===== src/rtl/brom_uart_loader.sv =====
// brom_uart_loader
//   Loads a firmware image from a framed UART byte stream into the 2Kx8 boot
//   RAM while holding the CPU in reset. If no frame starts before the idle
//   timeout, the CPU is released to run the image preset in the bitstream.
//
//   Frame: SYNC_BYTE, LEN_HI, LEN_LO, LEN data bytes (LEN = 1..2048),
//          [checksum byte when BROM_LOADER_CSUM_EN is defined].
//
//   Optional feature macro: BROM_LOADER_CSUM_EN
//     defined   - a trailing checksum byte C is expected, and the frame is
//                 accepted when (sum of data bytes + C) mod 256 == 0
//     undefined - no checksum byte; DONE follows the last data write
//
// Ports
//   clk        in   system clock
//   resetn     in   asynchronous active-low reset
//   rx_data    in   [7:0] received byte
//   rx_valid   in   one-cycle strobe qualifying rx_data
//   ram_ce     out  RAM clock enable (pulses with ram_wre)
//   ram_wre    out  RAM write enable
//   ram_ad     out  [10:0] RAM byte address
//   ram_din    out  [7:0] RAM write data
//   cpu_resetn out  low holds the CPU in reset
//   busy       out  a frame is being received
//   done       out  CPU released (sticky until resetn)
//   loaded     out  image written successfully (sticky)
//   err        out  last frame failed
`timescale 1ns/1ps

module brom_uart_loader #(
    parameter logic [7:0] SYNC_BYTE   = 8'hA5,
    parameter int         TIMEOUT_CYC = 2700000
) (
    input  logic        clk,
    input  logic        resetn,
    input  logic [7:0]  rx_data,
    input  logic        rx_valid,
    output logic        ram_ce,
    output logic        ram_wre,
    output logic [10:0] ram_ad,
    output logic [7:0]  ram_din,
    output logic        cpu_resetn,
    output logic        busy,
    output logic        done,
    output logic        loaded,
    output logic        err
);

    localparam int                CNT_W      = (TIMEOUT_CYC > 2) ? $clog2(TIMEOUT_CYC) : 1;
    localparam logic [CNT_W-1:0]  CNT_RELOAD = CNT_W'(TIMEOUT_CYC - 1);
    localparam logic [15:0]       LEN_MAX    = 16'd2048;

    typedef enum logic [2:0] {
        S_IDLE,
        S_LEN_HI,
        S_LEN_LO,
        S_DATA,
`ifdef BROM_LOADER_CSUM_EN
        S_CSUM,
`endif
        S_ERR,
        S_DONE
    } state_t;

    state_t           state_q, state_nxt;
    logic [CNT_W-1:0] cnt_q;
    logic [7:0]       len_hi_q;
    logic [15:0]      len_q;
    logic [10:0]      addr_q;
`ifdef BROM_LOADER_CSUM_EN
    logic [7:0]       sum_q;
    logic [7:0]       csum_chk;
`endif

    // write stage registers
    logic             wr_vld_p1;
    logic [10:0]      ram_ad_p1;
    logic [7:0]       ram_din_p1;
    logic             fin_vld_p1;

    logic             done_q, loaded_q, err_q;

    logic             tmo;
    logic             wr_en;
    logic             fin_en;
    logic             skip;
    logic [15:0]      len_full;
    logic             len_ok;
    logic             last_data;

    assign len_full  = {len_hi_q, rx_data};
    assign len_ok    = (len_full != 16'd0) && (len_full <= LEN_MAX);
    // LEN <= 2048, so LEN-1 always fits the 11-bit address.
    assign last_data = ({5'd0, addr_q} == (len_q - 16'd1));
    // An arriving byte always beats a simultaneous expiry.
    assign tmo       = (cnt_q == '0) && !rx_valid;
`ifdef BROM_LOADER_CSUM_EN
    assign csum_chk  = sum_q + rx_data;
`endif

    always_comb begin
        state_nxt = state_q;
        wr_en     = 1'b0;
        fin_en    = 1'b0;
        skip      = 1'b0;
        case (state_q)
            S_IDLE: begin
                if (rx_valid && rx_data == SYNC_BYTE) begin
                    state_nxt = S_LEN_HI;
                end else if (tmo) begin
                    state_nxt = S_DONE;
                    skip      = 1'b1;
                end
            end
            S_LEN_HI: begin
                if (rx_valid)  state_nxt = S_LEN_LO;
                else if (tmo)  state_nxt = S_ERR;
            end
            S_LEN_LO: begin
                if (rx_valid)  state_nxt = len_ok ? S_DATA : S_ERR;
                else if (tmo)  state_nxt = S_ERR;
            end
            S_DATA: begin
                if (rx_valid) begin
                    wr_en = 1'b1;
                    if (last_data) begin
`ifdef BROM_LOADER_CSUM_EN
                        state_nxt = S_CSUM;
`else
                        state_nxt = S_DONE;
                        fin_en    = 1'b1;
`endif
                    end
                end else if (tmo) begin
                    state_nxt = S_ERR;
                end
            end
`ifdef BROM_LOADER_CSUM_EN
            S_CSUM: begin
                if (rx_valid) begin
                    if (csum_chk == 8'h00) begin
                        state_nxt = S_DONE;
                        fin_en    = 1'b1;
                    end else begin
                        state_nxt = S_ERR;
                    end
                end else if (tmo) begin
                    state_nxt = S_ERR;
                end
            end
`endif
            S_ERR: begin
                if (rx_valid && rx_data == SYNC_BYTE) state_nxt = S_LEN_HI;
            end
            S_DONE: begin
                state_nxt = S_DONE;
            end
            default: state_nxt = S_IDLE;
        endcase
    end

    always_ff @(posedge clk or negedge resetn) begin
        if (!resetn) begin
            state_q    <= S_IDLE;
            cnt_q      <= CNT_RELOAD;
            len_hi_q   <= 8'd0;
            len_q      <= 16'd0;
            addr_q     <= 11'd0;
`ifdef BROM_LOADER_CSUM_EN
            sum_q      <= 8'd0;
`endif
            wr_vld_p1  <= 1'b0;
            ram_ad_p1  <= 11'd0;
            ram_din_p1 <= 8'd0;
            fin_vld_p1 <= 1'b0;
            done_q     <= 1'b0;
            loaded_q   <= 1'b0;
            err_q      <= 1'b0;
        end else begin
            state_q <= state_nxt;

            // Reload on any byte and on every state change.
            if (rx_valid || (state_nxt != state_q)) cnt_q <= CNT_RELOAD;
            else if (cnt_q != '0)                    cnt_q <= cnt_q - CNT_W'(1);

            if (state_q == S_LEN_HI && rx_valid) len_hi_q <= rx_data;
            if (state_q == S_LEN_LO && rx_valid) len_q    <= len_full;

            // A new frame header (from IDLE or ERR) restarts address and sum.
            if (state_nxt == S_LEN_HI && state_q != S_LEN_HI) begin
                addr_q <= 11'd0;
`ifdef BROM_LOADER_CSUM_EN
                sum_q  <= 8'd0;
`endif
            end else if (wr_en) begin
                addr_q <= addr_q + 11'd1;
`ifdef BROM_LOADER_CSUM_EN
                sum_q  <= csum_chk;
`endif
            end

            // ---- stage p1: RAM write pulse, completion one cycle later ----
            wr_vld_p1 <= wr_en;
            if (wr_en) begin
                ram_ad_p1  <= addr_q;
                ram_din_p1 <= rx_data;
            end
            fin_vld_p1 <= fin_en;

            // ---- stage p2: sticky status ----
            if (fin_vld_p1 || skip) done_q   <= 1'b1;
            if (fin_vld_p1)         loaded_q <= 1'b1;
            err_q <= (state_nxt == S_ERR);
        end
    end

    assign ram_ce     = wr_vld_p1;
    assign ram_wre    = wr_vld_p1;
    assign ram_ad     = ram_ad_p1;
    assign ram_din    = ram_din_p1;
    assign cpu_resetn = done_q;
    assign done       = done_q;
    assign loaded     = loaded_q;
    assign err        = err_q;
`ifdef BROM_LOADER_CSUM_EN
    assign busy = (state_q == S_LEN_HI) || (state_q == S_LEN_LO) ||
                  (state_q == S_DATA)   || (state_q == S_CSUM);
`else
    assign busy = (state_q == S_LEN_HI) || (state_q == S_LEN_LO) ||
                  (state_q == S_DATA);
`endif

endmodule

===== config.mk =====
export PLATFORM = sky130hd
export DESIGN_NAME = brom_uart_loader
export DESIGN_NICKNAME = d
export VERILOG_FILES = /design/src/rtl/brom_uart_loader.sv
export SDC_FILE = /design/constraint.sdc
export NUM_CORES = 1
export LEC_CHECK = 0
export ABC_AREA = 1
export ABC_CLOCK_PERIOD_IN_PS = 3000
export CAP_MARGIN = 10
export CORE_MARGIN = 1
export CORE_UTILIZATION = 50
export DETAILED_ROUTE_END_ITERATION = 10
export PLACE_DENSITY_LB_ADDON = 0.05
export SLEW_MARGIN = 15
export SYNTH_ARGS = -nofsm -noshare
export SYNTH_HDL_FRONTEND = slang
export SYNTH_SLANG_ARGS = --single-unit

===== constraint.sdc =====
create_clock -name clk -period 3 [get_ports clk]
set_clock_uncertainty 0.1 [all_clocks]
set_input_delay 0.6 -clock clk [delete_from_list [all_inputs] [get_ports clk]]
set_output_delay 0.6 -clock clk [all_outputs]
set_load 0.02 [all_outputs]

* Word level (Yosys, flattened, before mapping)
Cells that the tools add are included.
** Cells by class
- Reduce and logical (&&, ||, !) cells :: 17
- Magnitude comparators :: 1
- Add/subtract/negate cells :: 3
- Equality and inequality tests :: 11
- Multiplexer cells :: 22
** Operators with widths (count)
- $mux W22 :: 2
- $mux W3 :: 9
- $logic_not A22 Y1 :: 1
- $mux W11 :: 2
- $reduce_bool A22 Y1 :: 1
- $sub A22 B1 Y22 const B :: 1
- $pmux W3 S6 :: 1
- $eq A11 B16 Y1 :: 1
- $le A16 B12 Y1 const B :: 1
- $reduce_bool A16 Y1 :: 1
- $sub A16 B1 Y16 const B :: 1
- $add A11 B1 Y11 const B :: 1
- $eq A3 B3 Y1 const B :: 3
- $eq A8 B8 Y1 const B :: 1
- $mux W1 :: 8
- $eq A3 B1 Y1 const B :: 2
- $eq A3 B2 Y1 const B :: 2
- $logic_and A1 B1 Y1 :: 6
- $logic_or A1 B1 Y1 :: 4
- $reduce_bool A2 Y1 :: 2
- $logic_not A3 Y1 :: 1
- $ne A3 B1 Y1 const B :: 1
- $ne A3 B3 Y1 :: 1
- $logic_not A1 Y1 :: 1
** Word-level totals
- Word-level logic and storage cells :: 66
- Bits of input ports :: 11
- Output and inout port bits :: 26
- Bits in registers :: 84

* Logic depth before layout (Yosys ltp)
- Depth in word-level cells :: 8
- Gate-level depth with buffers :: 18
- Mapped depth without buffers :: 18

* Worst setup path after synthesis
Ideal clock, no wire load.
- Path kind :: flip-flop to flip-flop
- Start :: register cnt_q[0]
- End :: register cnt_q[19]
- Arrival :: 1.982 ns
- Buffers on the path :: 1
- Required time :: 2.817 ns
- Clock period less this slack :: 2.166 ns
- Library setup time :: 0.083 ns
- Cell stages (with the launch flop) :: 18
- Slack :: 0.834 ns
- Cell sequence :: dfstp_2 -> inv_1 -> ha_1 -> nand2_1 -> nor2_2 -> nand2_2 -> nor2_4 -> nand2_1 -> inv_2 -> o21ai_1 -> nand2_1 -> nand2_2 -> nand2_1 -> nand2_1 -> nand2_1 -> nor2_4 -> buf_6 -> nand3_1
** Between the ends
- Longest elaborated chain between the ends :: 8
- Elaborated cells on any way between the ends :: 16
- Classes of those cells :: add/sub (1); eq/ne (1); mux (9); reduce/logical (5)
** RTL lines
- from (decl) :: line 66 : logic [CNT_W-1:0] cnt_q;
- from (signal assigned) :: line 184 : else if (cnt_q != '0) cnt_q <= cnt_q - CNT_W'(1);
- $logic_not A22 Y1 (*) :: line 96 : assign tmo = (cnt_q == '0) && !rx_valid;
- $logic_and A1 B1 Y1 (*) :: line 96
- $mux W3 (on tied branches) (2 in a row)
- $pmux W3 S6 (*) :: line 106 : case (state_q)
- named net state_nxt[2] :: line 65 : state_t state_q, state_nxt;
- $ne A3 B3 Y1 (*) :: line 183 : if (rx_valid || (state_nxt != state_q)) cnt_q <= CNT_RELOAD;
- $logic_or A1 B1 Y1 (*) :: line 183
- $mux W22 or $reduce_bool A2 Y1 (tied branches)
The timed path passes the listed nets; every way through them passes the cells marked *. The select of a mux whose other input is x is not followed.
A chain may end at the register's enable or synchronous reset.

* Worst setup path in the final report
- Start :: register len_q[0]
- End :: register cnt_q[5]
** Between the ends
- Longest elaborated chain between the ends :: 8
- Elaborated cells on any way between the ends :: 9
- Classes of those cells :: add/sub (1); eq/ne (2); mux (4); reduce/logical (2)
** RTL lines
- from (decl) :: line 68 : logic [15:0] len_q;
- from (signal assigned) :: line 187 : if (state_q == S_LEN_LO && rx_valid) len_q <= len_full;
- $sub A16 B1 Y16 (*) :: line 94 : assign last_data = ({5'd0, addr_q} == (len_q - 16'd1));
- $eq A11 B16 Y1 (*) :: line 94
- $mux W3 (*) :: line 126 : if (last_data) begin
- $mux W3 (*) :: line 124 : if (rx_valid) begin
- $pmux W3 S6 (*) :: line 106
- named net state_nxt[2] :: line 65
- $ne A3 B3 Y1 (*) :: line 183
- $logic_or A1 B1 Y1 (*) :: line 183
- $mux W22 or $reduce_bool A2 Y1 (tied branches)
The timed path passes the listed nets; every way through them passes the cells marked *.

==> results_dict.tcl <==
set metrics [dict create \
    num_rows 33 \
    netlist_instances 571 \
    path_clk_slew_ns 0.10 \
    wl_um 9481 \
    die_y_um 96.06 \
    ant_nets 0 \
    hold_viol 0 \
    finalNonFillerCells 722 \
    ys_ff_latch 84 \
    die_w_um 96.06 \
    path_common_cell "nand2_1" \
    tightest_slew_ns 0.5555 \
    rrSetupSlack_ns 0.41 \
    max_slew_margin_pct 62.93 \
    port_buffers 36 \
    antenna_found_initial 0 \
    ff2ff_path_depth 18 \
    final_cell_mix "155 x nand2_1, 86 x nor2_1, 71 x dfrtp_1, 57 x inv_1, 47 x o21ai_0" \
    grt_pass1_vias 3451 \
    dp_cells 706 \
    crit_path_top_delay_cell "dfrtp_1" \
    ys_seq_area_share_pct 47.89 \
    required_ns 3.15 \
    p_leak_uw 0.002372 \
    cts_max_path_buffers 2 \
    worstSetupEndpointType "register" \
    n_antenna_cell 0 \
    r2r_start "len_q[0]" \
    rsz0062_at_grt "false" \
    cts_buffers 9 \
    worst_setup_path_start_kind "register" \
    io_pins 37 \
    synth.cell_area_sq_mm 0.004423 \
    start_util_pct 52.77 \
    yosysWarnings 0 \
    area_growth_syn_to_layout_pct 15.11 \
    cts_tree "built" \
    critPathMaxFanout 15 \
    vias 3643 \
    grt_pass1_wl_um 16310 \
    crit_arrival_ns 2.74 \
    grt_max_degree 49 \
    cts_resized 0 \
    post-route-util_pct 60.74 \
    clock_latency_ns 0.36 \
    overflow 0 \
    r2r-end "cnt_q[5]" \
    first_iter_violations 126 \
    power_uw 4172 \
    cts_root_buf "clkbuf_8" \
    synth_nets 585 \
    die_area_sq_mm 0.009227 \
    drive_gt1_share_pct 10.70 \
    clkSinkCount 84 \
    hp-class "input port to asynchronous set/reset pin" \
    cts_setup_buffers 0 \
    maxCapViolations 0 \
    pwr_density_cell_mw_per_mm2 819.5 \
    via_per_inst 5.046 \
    syn_area_per_cell_sq_um 7.746 \
    ir_drop_mv 0.4879 \
    dp_hpwl_um 7035 \
    fin_nets 626 \
    final_common_cell "nand2_1" \
    dr.pass1.iters 4 \
    coreArea_sq_mm 0.008382 \
    drc 0 \
    finalSetupTns_ns 0 \
    synth.distinct_cells 32 \
    finalWorstPathRequiredPeriod_ns 2.586 \
    run_status "completed" \
    cts_hold_buf 0 \
    slew_violations 0 \
    path_cells "inv_2 > ha_1 > nand2_1 > nor2_1 > nand2_1 > nand3_1 > nand2_1 > nor2_1 > nand3_1 > nor2_1 > nand2_2 > nand2_1 > nand2_1 > nand2_1 > nor2_4 > buf_12 > inv_2 > nor2_1" \
    pre_cts_slack_ns 0.09444 \
    path_class "register to register" \
    clock.fmax_ghz 0.3867 \
    layout_setup_ws_ns 0.4141 \
    wl_per_cell_um 13.13 \
    cts_htree_levels 3 \
    finalWeightedCongestion 0.8817 \
    max_stage_delay_ns 0.46 \
    setup_violations 0 \
    fin_crit_sh_pct 86.20 \
    grt_use_total_pct 23.06 \
]
kinds of logic (layout without fill, tap and decap cells):
group | after synthesis | count (layout) | synth area share [%]
and+or+nand+nor | 323 | 323 | 31.94
buffers and inverters | 76 | 122 | 6.959
adders and majority gates | 3 | 3 | 0.8487
AOI/OAI and AO/OA | 57 | 57 | 6.648
muxes | 3 | 3 | 0.7637
DFF | 84 | 84 | 47.89
xor gates and xnor gates | 25 | 25 | 4.950
report_power, final:
part | switching (uW) | internal, uW | total [uW]
Sequential | 276 | 1440 | 1710
Clock | 424 | 305 | 729
Combinational | 1030 | 700 | 1730
cell usage after synthesis:
cell / number / area [sq um]
nand2_1: 155 / 581.8
nor2_1: 86 / 322.8
dfrtp_1: 71 / 1777
inv_1: 57 / 214.0
o21ai_0: 47 / 235.2
nand3_1: 28 / 140.1
xor2_1: 15 / 131.4
dfstp_2: 13 / 341.6
nand4_1: 13 / 81.33
nor3_1: 13 / 65.06
xnor2_1: 10 / 87.58
clkbuf_1: 8 / 30.03
inv_2: 7 / 26.28
nand3_2: 6 / 60.06
a21oi_1: 5 / 25.02
nand2_2: 5 / 31.28
nor2_4: 4 / 45.04
ha_1: 3 / 37.54
mux2_2: 3 / 33.78
nor2_2: 3 / 18.77
nor4_1: 3 / 18.77
buf_4: 2 / 15.01
buf_6: 2 / 22.52
nand3b_1: 2 / 15.01
o21ai_1: 2 / 10.01
or2_2: 2 / 12.51
and2_1: 1 / 6.260
nor3b_1: 1 / 7.510
o2111ai_1: 1 / 8.760
o211ai_1: 1 / 7.510
o21bai_1: 1 / 7.510
or3_1: 1 / 6.260
critical path: cells and delay by family, from the launching register on:
| kind | cells | cell delay [ns] |
|---|---|---|
| adders and majority gates | 1 | 0.22 |
| buffers and inverters | 3 | 0.34 |
| DFF | 1 | 0.46 |
| and+or+nand+nor | 14 | 1.36 |
registers in the layout, indices dropped and copies added, names as in the netlist, 3 cells and up:
register	cells
ram_din	8
len_hi_q	8
cnt_q	22
len_q	16
state_q	3
addr_q	11
ram_ad	11
metrics by stage:
stage	hold WS [ns]	area (sq um)
finish	0.1011	5091
global route	0.1308	5091
CTS	0.1127	5091
detailed placement	0.3590	4915
global placement	0.3503	4915
floorplan	0.2044	4423
final cells by class:
class,count,area (sq um)
fillers,776,3291
flip-flops and latches,84,2118
multi-input cells,411,1997
repair buffers,42,427.9
inverters,64,240.2
well taps,105,131.4
clock buffers,9,123.9
clock inverters,7,52.55
per-layer routing:
metal	part of all wire [%]	vias to the layer above	global-route usage (%)	wire (um)
met5	0	-	0	0
met4	1.1	0	6.841	101
met3	3.3	11	3.712	317
met2	44	76	35.64	4178
met1	52	1665	33.27	4884
li1	-	1891	-	-
worst max path at each step:
| stage | from | to | slack, ns | cells after the start |
|---|---|---|---|---|
| CTS | len_q[0] | cnt_q[5] | 0.38 | 18 |
| global placement | rx_data[3] | addr_q[10] | 0.14 | 16 |
| detailed placement | rx_data[3] | addr_q[7] | 0.09 | 16 |
| global route | len_q[0] | cnt_q[17] | 0.09 | 18 |
| floorplan | cnt_q[0] | cnt_q[19] | 0.83 | 17 |
| finish | len_q[0] | cnt_q[5] | 0.41 | 18 |
(Power assumes the default switching activity.)
